===== src/rtl/axi_ram_slave_pkg.sv =====
// axi_ram_slave_pkg: FSM encodings and AXI constants shared by axi_ram_slave and its bench
package axi_ram_slave_pkg;

    typedef enum logic [1:0] {IDLE, RD, WR, WRESP} state_e;

    localparam logic       PRIO_RD     = 1'b0;
    localparam logic       PRIO_WR     = 1'b1;

    localparam logic [1:0] BURST_INCR  = 2'b01;
    localparam logic [1:0] RESP_OKAY   = 2'b00;
    localparam logic [1:0] RESP_SLVERR = 2'b10;

endpackage


===== src/rtl/axi_ram_slave.sv =====
// axi_ram_slave: AXI4 slave serving one burst at a time from an external single-port byte-enabled RAM
//   clk, reset      : rising-edge clock, asynchronous active-low reset
//   axi_ar*/axi_r*  : read address / read data channels, one beat per cycle
//   axi_aw*/axi_w*  : write address / write data channels
//   axi_b*          : write response channel
//   mem_*           : RAM port; mem_rdata is valid the cycle after a read and held while mem_en=0
module axi_ram_slave
    import axi_ram_slave_pkg::*;
#(
    parameter int AXI_ADDR_W = 32,
    parameter int AXI_DATA_W = 32,
    parameter int AXI_ID_W   = 1,
    parameter int MEM_ADDR_W = 14,
    localparam int BE_NBYTES = AXI_DATA_W / 8,
    localparam int BE_BYTE_W = $clog2(BE_NBYTES)
) (
    input  logic                  clk,
    input  logic                  reset,
    input  logic                  axi_arvalid,
    output logic                  axi_arready,
    input  logic [AXI_ADDR_W-1:0] axi_araddr,
    input  logic [7:0]            axi_arlen,
    input  logic [2:0]            axi_arsize,
    input  logic [1:0]            axi_arburst,
    input  logic [AXI_ID_W-1:0]   axi_arid,
    output logic                  axi_rvalid,
    input  logic                  axi_rready,
    output logic [AXI_DATA_W-1:0] axi_rdata,
    output logic [1:0]            axi_rresp,
    output logic                  axi_rlast,
    output logic [AXI_ID_W-1:0]   axi_rid,
    input  logic                  axi_awvalid,
    output logic                  axi_awready,
    input  logic [AXI_ADDR_W-1:0] axi_awaddr,
    input  logic [7:0]            axi_awlen,
    input  logic [2:0]            axi_awsize,
    input  logic [1:0]            axi_awburst,
    input  logic [AXI_ID_W-1:0]   axi_awid,
    input  logic                  axi_wvalid,
    output logic                  axi_wready,
    input  logic [AXI_DATA_W-1:0] axi_wdata,
    input  logic [BE_NBYTES-1:0]  axi_wstrb,
    input  logic                  axi_wlast,
    output logic                  axi_bvalid,
    input  logic                  axi_bready,
    output logic [1:0]            axi_bresp,
    output logic [AXI_ID_W-1:0]   axi_bid,
    output logic                  mem_en,
    output logic [BE_NBYTES-1:0]  mem_we,
    output logic [MEM_ADDR_W-1:0] mem_addr,
    output logic [AXI_DATA_W-1:0] mem_wdata,
    input  logic [AXI_DATA_W-1:0] mem_rdata
);

    state_e                state_q, state_d;
    logic                  prio_q, prio_d;
    logic [MEM_ADDR_W-1:0] addr_q, addr_d;
    logic [7:0]            len_q, len_d;
    logic [AXI_ID_W-1:0]   id_q, id_d;
    logic                  err_q, err_d;
    logic [8:0]            cnt_q, cnt_d;
    logic                  rvalid_q, rvalid_d;
    logic                  rlast_q, rlast_d;
    logic                  berr_q, berr_d;
    logic                  issue;
    logic                  in_range;
    logic                  unused_addr_bits;

    // Only the word-address slice of the byte address reaches the RAM.
    assign unused_addr_bits = ^{axi_araddr, axi_awaddr};

    // cnt_q counts issued read beats or accepted write beats; 9 bits so len=255 still terminates.
    assign in_range = cnt_q <= {1'b0, len_q};

    always_comb begin
        state_d     = state_q;
        prio_d      = prio_q;
        addr_d      = addr_q;
        len_d       = len_q;
        id_d        = id_q;
        err_d       = err_q;
        cnt_d       = cnt_q;
        rvalid_d    = rvalid_q;
        rlast_d     = rlast_q;
        berr_d      = berr_q;
        issue       = 1'b0;
        axi_arready = 1'b0;
        axi_awready = 1'b0;
        axi_wready  = 1'b0;
        axi_bvalid  = 1'b0;
        mem_en      = 1'b0;
        mem_we      = '0;
        case (state_q)
            IDLE: begin
                // Readies are held off while reset is asserted so no handshake can complete.
                axi_arready = reset && axi_arvalid && (!axi_awvalid || prio_q == PRIO_RD);
                axi_awready = reset && axi_awvalid && (!axi_arvalid || prio_q == PRIO_WR);
                if (axi_arvalid && axi_awvalid)
                    prio_d = (prio_q == PRIO_RD) ? PRIO_WR : PRIO_RD;
                if (axi_arready) begin
                    state_d = RD;
                    addr_d  = axi_araddr[MEM_ADDR_W+BE_BYTE_W-1:BE_BYTE_W];
                    len_d   = axi_arlen;
                    id_d    = axi_arid;
                    err_d   = (axi_arburst != BURST_INCR) || (axi_arsize != 3'(BE_BYTE_W));
                    cnt_d   = '0;
                    rlast_d = 1'b0;
                end else if (axi_awready) begin
                    state_d = WR;
                    addr_d  = axi_awaddr[MEM_ADDR_W+BE_BYTE_W-1:BE_BYTE_W];
                    len_d   = axi_awlen;
                    id_d    = axi_awid;
                    err_d   = (axi_awburst != BURST_INCR) || (axi_awsize != 3'(BE_BYTE_W));
                    cnt_d   = '0;
                end
            end
            RD: begin
                // A new read may launch only when the R register is empty or draining this cycle.
                issue    = in_range && (!rvalid_q || axi_rready);
                mem_en   = issue;
                rvalid_d = issue || (rvalid_q && !axi_rready);
                if (issue) begin
                    addr_d  = addr_q + MEM_ADDR_W'(1);
                    cnt_d   = cnt_q + 9'd1;
                    rlast_d = cnt_q == {1'b0, len_q};
                end
                if (rvalid_q && axi_rready && rlast_q) begin
                    state_d = IDLE;
                    rlast_d = 1'b0;
                end
            end
            WR: begin
                axi_wready = 1'b1;
                if (axi_wvalid) begin
                    mem_en = 1'b1;
                    mem_we = in_range ? axi_wstrb : '0;
                    addr_d = addr_q + MEM_ADDR_W'(1);
                    // Saturate so an overlong burst never wraps back into range.
                    cnt_d  = cnt_q + {8'd0, !cnt_q[8]};
                    if (axi_wlast) begin
                        state_d = WRESP;
                        berr_d  = err_q || (cnt_q != {1'b0, len_q});
                    end
                end
            end
            WRESP: begin
                axi_bvalid = 1'b1;
                if (axi_bready)
                    state_d = IDLE;
            end
            default: state_d = IDLE;
        endcase
    end

    always_ff @(posedge clk or negedge reset) begin
        if (!reset) begin
            state_q  <= IDLE;
            prio_q   <= PRIO_RD;
            addr_q   <= '0;
            len_q    <= '0;
            id_q     <= '0;
            err_q    <= 1'b0;
            cnt_q    <= '0;
            rvalid_q <= 1'b0;
            rlast_q  <= 1'b0;
            berr_q   <= 1'b0;
        end else begin
            state_q  <= state_d;
            prio_q   <= prio_d;
            addr_q   <= addr_d;
            len_q    <= len_d;
            id_q     <= id_d;
            err_q    <= err_d;
            cnt_q    <= cnt_d;
            rvalid_q <= rvalid_d;
            rlast_q  <= rlast_d;
            berr_q   <= berr_d;
        end
    end

    assign axi_rvalid = rvalid_q;
    assign axi_rlast  = rlast_q;
    assign axi_rdata  = mem_rdata;
    assign axi_rresp  = (rvalid_q && err_q) ? RESP_SLVERR : RESP_OKAY;
    assign axi_rid    = id_q;
    assign axi_bresp  = (state_q == WRESP && berr_q) ? RESP_SLVERR : RESP_OKAY;
    assign axi_bid    = id_q;
    assign mem_addr   = addr_q;
    assign mem_wdata  = axi_wdata;

endmodule

===== config.mk =====
export PLATFORM = sky130hd
export DESIGN_NAME = axi_ram_slave
export DESIGN_NICKNAME = d
export VERILOG_FILES = /design/src/rtl/axi_ram_slave_pkg.sv /design/src/rtl/axi_ram_slave.sv
export SDC_FILE = /design/constraint.sdc
export NUM_CORES = 1
export LEC_CHECK = 0
export CAP_MARGIN = 20
export CORE_ASPECT_RATIO = 2
export CORE_MARGIN = 4
export CORE_UTILIZATION = 39
export DETAILED_ROUTE_END_ITERATION = 8
export PLACE_DENSITY = 0.89
export SLEW_MARGIN = 25
export SYNTH_ARGS = -nofsm -noshare
export SYNTH_HDL_FRONTEND = slang
export SYNTH_SLANG_ARGS = --single-unit

===== constraint.sdc =====
create_clock -name clk -period 5.25 [get_ports clk]
set_input_delay 0.525 -clock clk [delete_from_list [all_inputs] [get_ports clk]]
set_output_delay 0.525 -clock clk [all_outputs]
set_load 0.01 [all_outputs]

==> impl_metrics.yaml <==
clocking:
  root_buffer: "clkbuf_16"
  cts_buffers: 5
  clk_path_buf_depth: 2
  cts_resized: 0
  cts_setup_buffers: 0
  cts_tree: "done"
  insertion_delay_ns: 0.29
  clk_pin_slew_ns: 0.06
  hold_buffers: 0
  htreeDepth: 2
  numClockSinks: 39
floorplan:
  boundaryPins: 263
  core_um2: 9320
  die_area_um2: 11200
  fp.dieW_um: 76.9
  placementRows: 50
  start_util_pct: 39.7
  dieHeight_um: 146
finish:
  utilization_pct: 46.8
  fillerInstances: 907
  multi_input_area_um2: 2050
  final_cell_mix: "clkdlybuf4s50_1, nand2_1, dfrtp_1"
  regArea_um2: 976
  synthToLayoutAreaGrowth_pct: 17.9
  drive_gt1_share_pct: 7.02
  nNetsFinal: 653
  antenna_cells: 0
  mostFrequentLayoutCell: "clkdlybuf4s50_1"
  stdcell_area_um2: 4360
yosys:
  yosysSeqAreaShare_pct: 26.4
  syn-cell-area_um2: 3700
  synth-edff-count: 0
  avgSynthCellArea_um2: 8.31
  synth_top_cell_by_area: "dfrtp_1"
  yosysWarnings: 0
  synth.top_cell.area_share_pct: 26.4
  async_flop_share_pct: 100
  ys.flop_type: "dfrtp_1"
  synth-seq-cells: 39
  netlist_instances: 445
  synthDistinctLibCells: 67
  ys_top_cells_by_area: "dfrtp_1, buf_4, ha_1"
pwr:
  max-vdd-ir-drop_mv: 0.286
  p_leak_nw: 1.78
  p_per_area_nw_per_um2: 554
drt:
  drtIter0Drc: 219
  wirelength_um: 11000
  first_pass_iters: 5
  vias_per_cell: 5.97
  ant_nets: 0
  drc: 0
  wl_per_cell_um: 19.2
  num_vias: 3429
placed_design:
  hpwl_um: 8670
  io_buffers: 96
  place_area_um2: 4220
  place_congestion: 0.895
  place_ws_ns: 1.94
status:
  outcome: "completed"
global_route:
  grt_max_degree: 44
  antenna_found_initial: 0
  grt_usage_pct: 19.5
  grt_pass1_wl_um: 17500
  grt_pass1_vias: 3491
  overflow: 0
sta:
  hold_viol: 0
  slew_violations: 0
  fmaxAchievable_ghz: 0.274
  setup_violations: 0
  tightest_slew_ns: 0.791
  finalClockSkew_ns: 0.00526
  relSlewSlack_pct: 47.2
  finalCritPeriodShare_pct: 69.5
  fin_crit_ns: 3.65
  rsz0062_at_grt: "false"
  tns_ns: 0
  setup_slack_ns: 1.60
critical_path:
  worstPathCellList: "inv_1 > ha_1 > clkinv_1 > nor2_1 > clkdlybuf4s50_1"
  cp-end-kind: "output port"
  crit_required_ns: 4.72
  crit_start: "state_q[0]"
  cp_max_fo: 22
  cp.arrival_ns: 3.12
  rr_startpoint: "state_q[1]"
  worstSetupPathType: "reg -> out"
  cpPeakStageDelay_ns: 0.76
  crit_path_top_delay_cell: "ha_1"
  crit_path_start_kind: "register"
min_path:
  min_path_type: "in -> async"
job:
  cap_violations: 0
[cell families (layout without fill, tap and decap cells)]
group	count (synthesis)	count (layout)	synth area share [%]
multiplexers	22	22	6.09
XOR/XNOR	1	1	0.237
buffers and inverters	107	131	18.4
adder cells (fa/ha/maj)	16	16	5.41
AND/OR/NAND/NOR	141	141	20.3
AO/OA/AOI/OAI	118	118	23.1
flip-flops	39	39	26.4
other	1	2	0.101
[state kept, by name, summed over array words and instances, names as in the netlist]
| signal | cells |
|---|---|
| mem_addr | 14 |
| cnt_q | 9 |
| prio_q | 1 |
| err_q | 1 |
| axi_rlast | 1 |
| axi_rvalid | 1 |
| state_q | 2 |
| len_q | 8 |
| axi_bid | 1 |
| berr_q | 1 |
[layout make-up]
class                           instances  area share, %
Tap cell                              104           2.98
Sequential cell                        39           22.4
Timing Repair Buffer                   99           22.4
Multi-Input combinational cell        300           46.9
Clock inverter                          3          0.344
Inverter                               24           2.06
Clock buffer                            5           2.87
[per-stage QoR]
| step | hold WS (ns) | cells | power, mW |
|---|---|---|---|
| after floorplan | 0.229 | 446 | 1.66 |
| after global placement | 0.470 | 566 | 2.06 |
| after detailed placement | 0.473 | 566 | 2.11 |
| after CTS | 0.436 | 574 | 2.42 |
| after global routing | 0.464 | 574 | 2.60 |
| final | 0.424 | 574 | 2.42 |
[cells in the mapped netlist (all sizes together) (2+ instances only)]
library cell  instances
mux2i                18
nand4                 4
o22ai                 2
or3                   3
dfrtp                39
ha                   16
nand2b                2
o41ai                 2
and3                 11
a211oi                7
nor3                 10
o211ai                7
nor2                 20
a21o                  7
o31a                  2
nand4bb               3
mux2                  4
nand3                16
a22o                  3
and2                  6
o2111ai               3
buf                  76
or4                   2
and4                  5
o2111a                4
o21ai                35
a221oi                3
a21oi                26
o22a                  2
a31oi                 3
inv                  23
nand2                44
clkbuf                7
nor4                 10
[layer usage]
layer / routed length, um / up-vias / part of all wire [%] / track usage, %
met5: 0 / - / 0 / 0
met1: 3600 / 1616 / 33 / 17.9
met2: 5960 / 143 / 54 / 36.8
li1: - / 1605 / - / -
met4: 691 / 0 / 6.3 / 14.9
met3: 777 / 65 / 7.0 / 3.28
[power breakdown]
group | total, mW | internal, mW | leakage, nW | switching, mW
registers | 0.583 | 0.433 | 0.480 | 0.150
logic | 1.54 | 0.634 | 1.23 | 0.903
clock network | 0.297 | 0.173 | 0.0733 | 0.123
[critical path: cells and delay by family (launching register included)]
family	cells	cell delay (ns)
buffers and inverters	3	1.37
adders and majority gates	1	0.76
DFF	1	0.41
and+or+nand+nor	1	0.28
[final timing paths]
path                       slack [ns]  cells after the start          end
setup / recovery                 1.60                      5       mem_en
hold / removal                   0.42                      2     len_q[4]
setup reg to reg                 2.09                      8  mem_addr[7]
hold reg to reg                  0.49                      2     len_q[4]
max in group asynchronous        4.43                      2     cnt_q[6]
min in group clk                 0.49                      2     len_q[4]
Note: power is estimated with default switching activity, not from simulation.
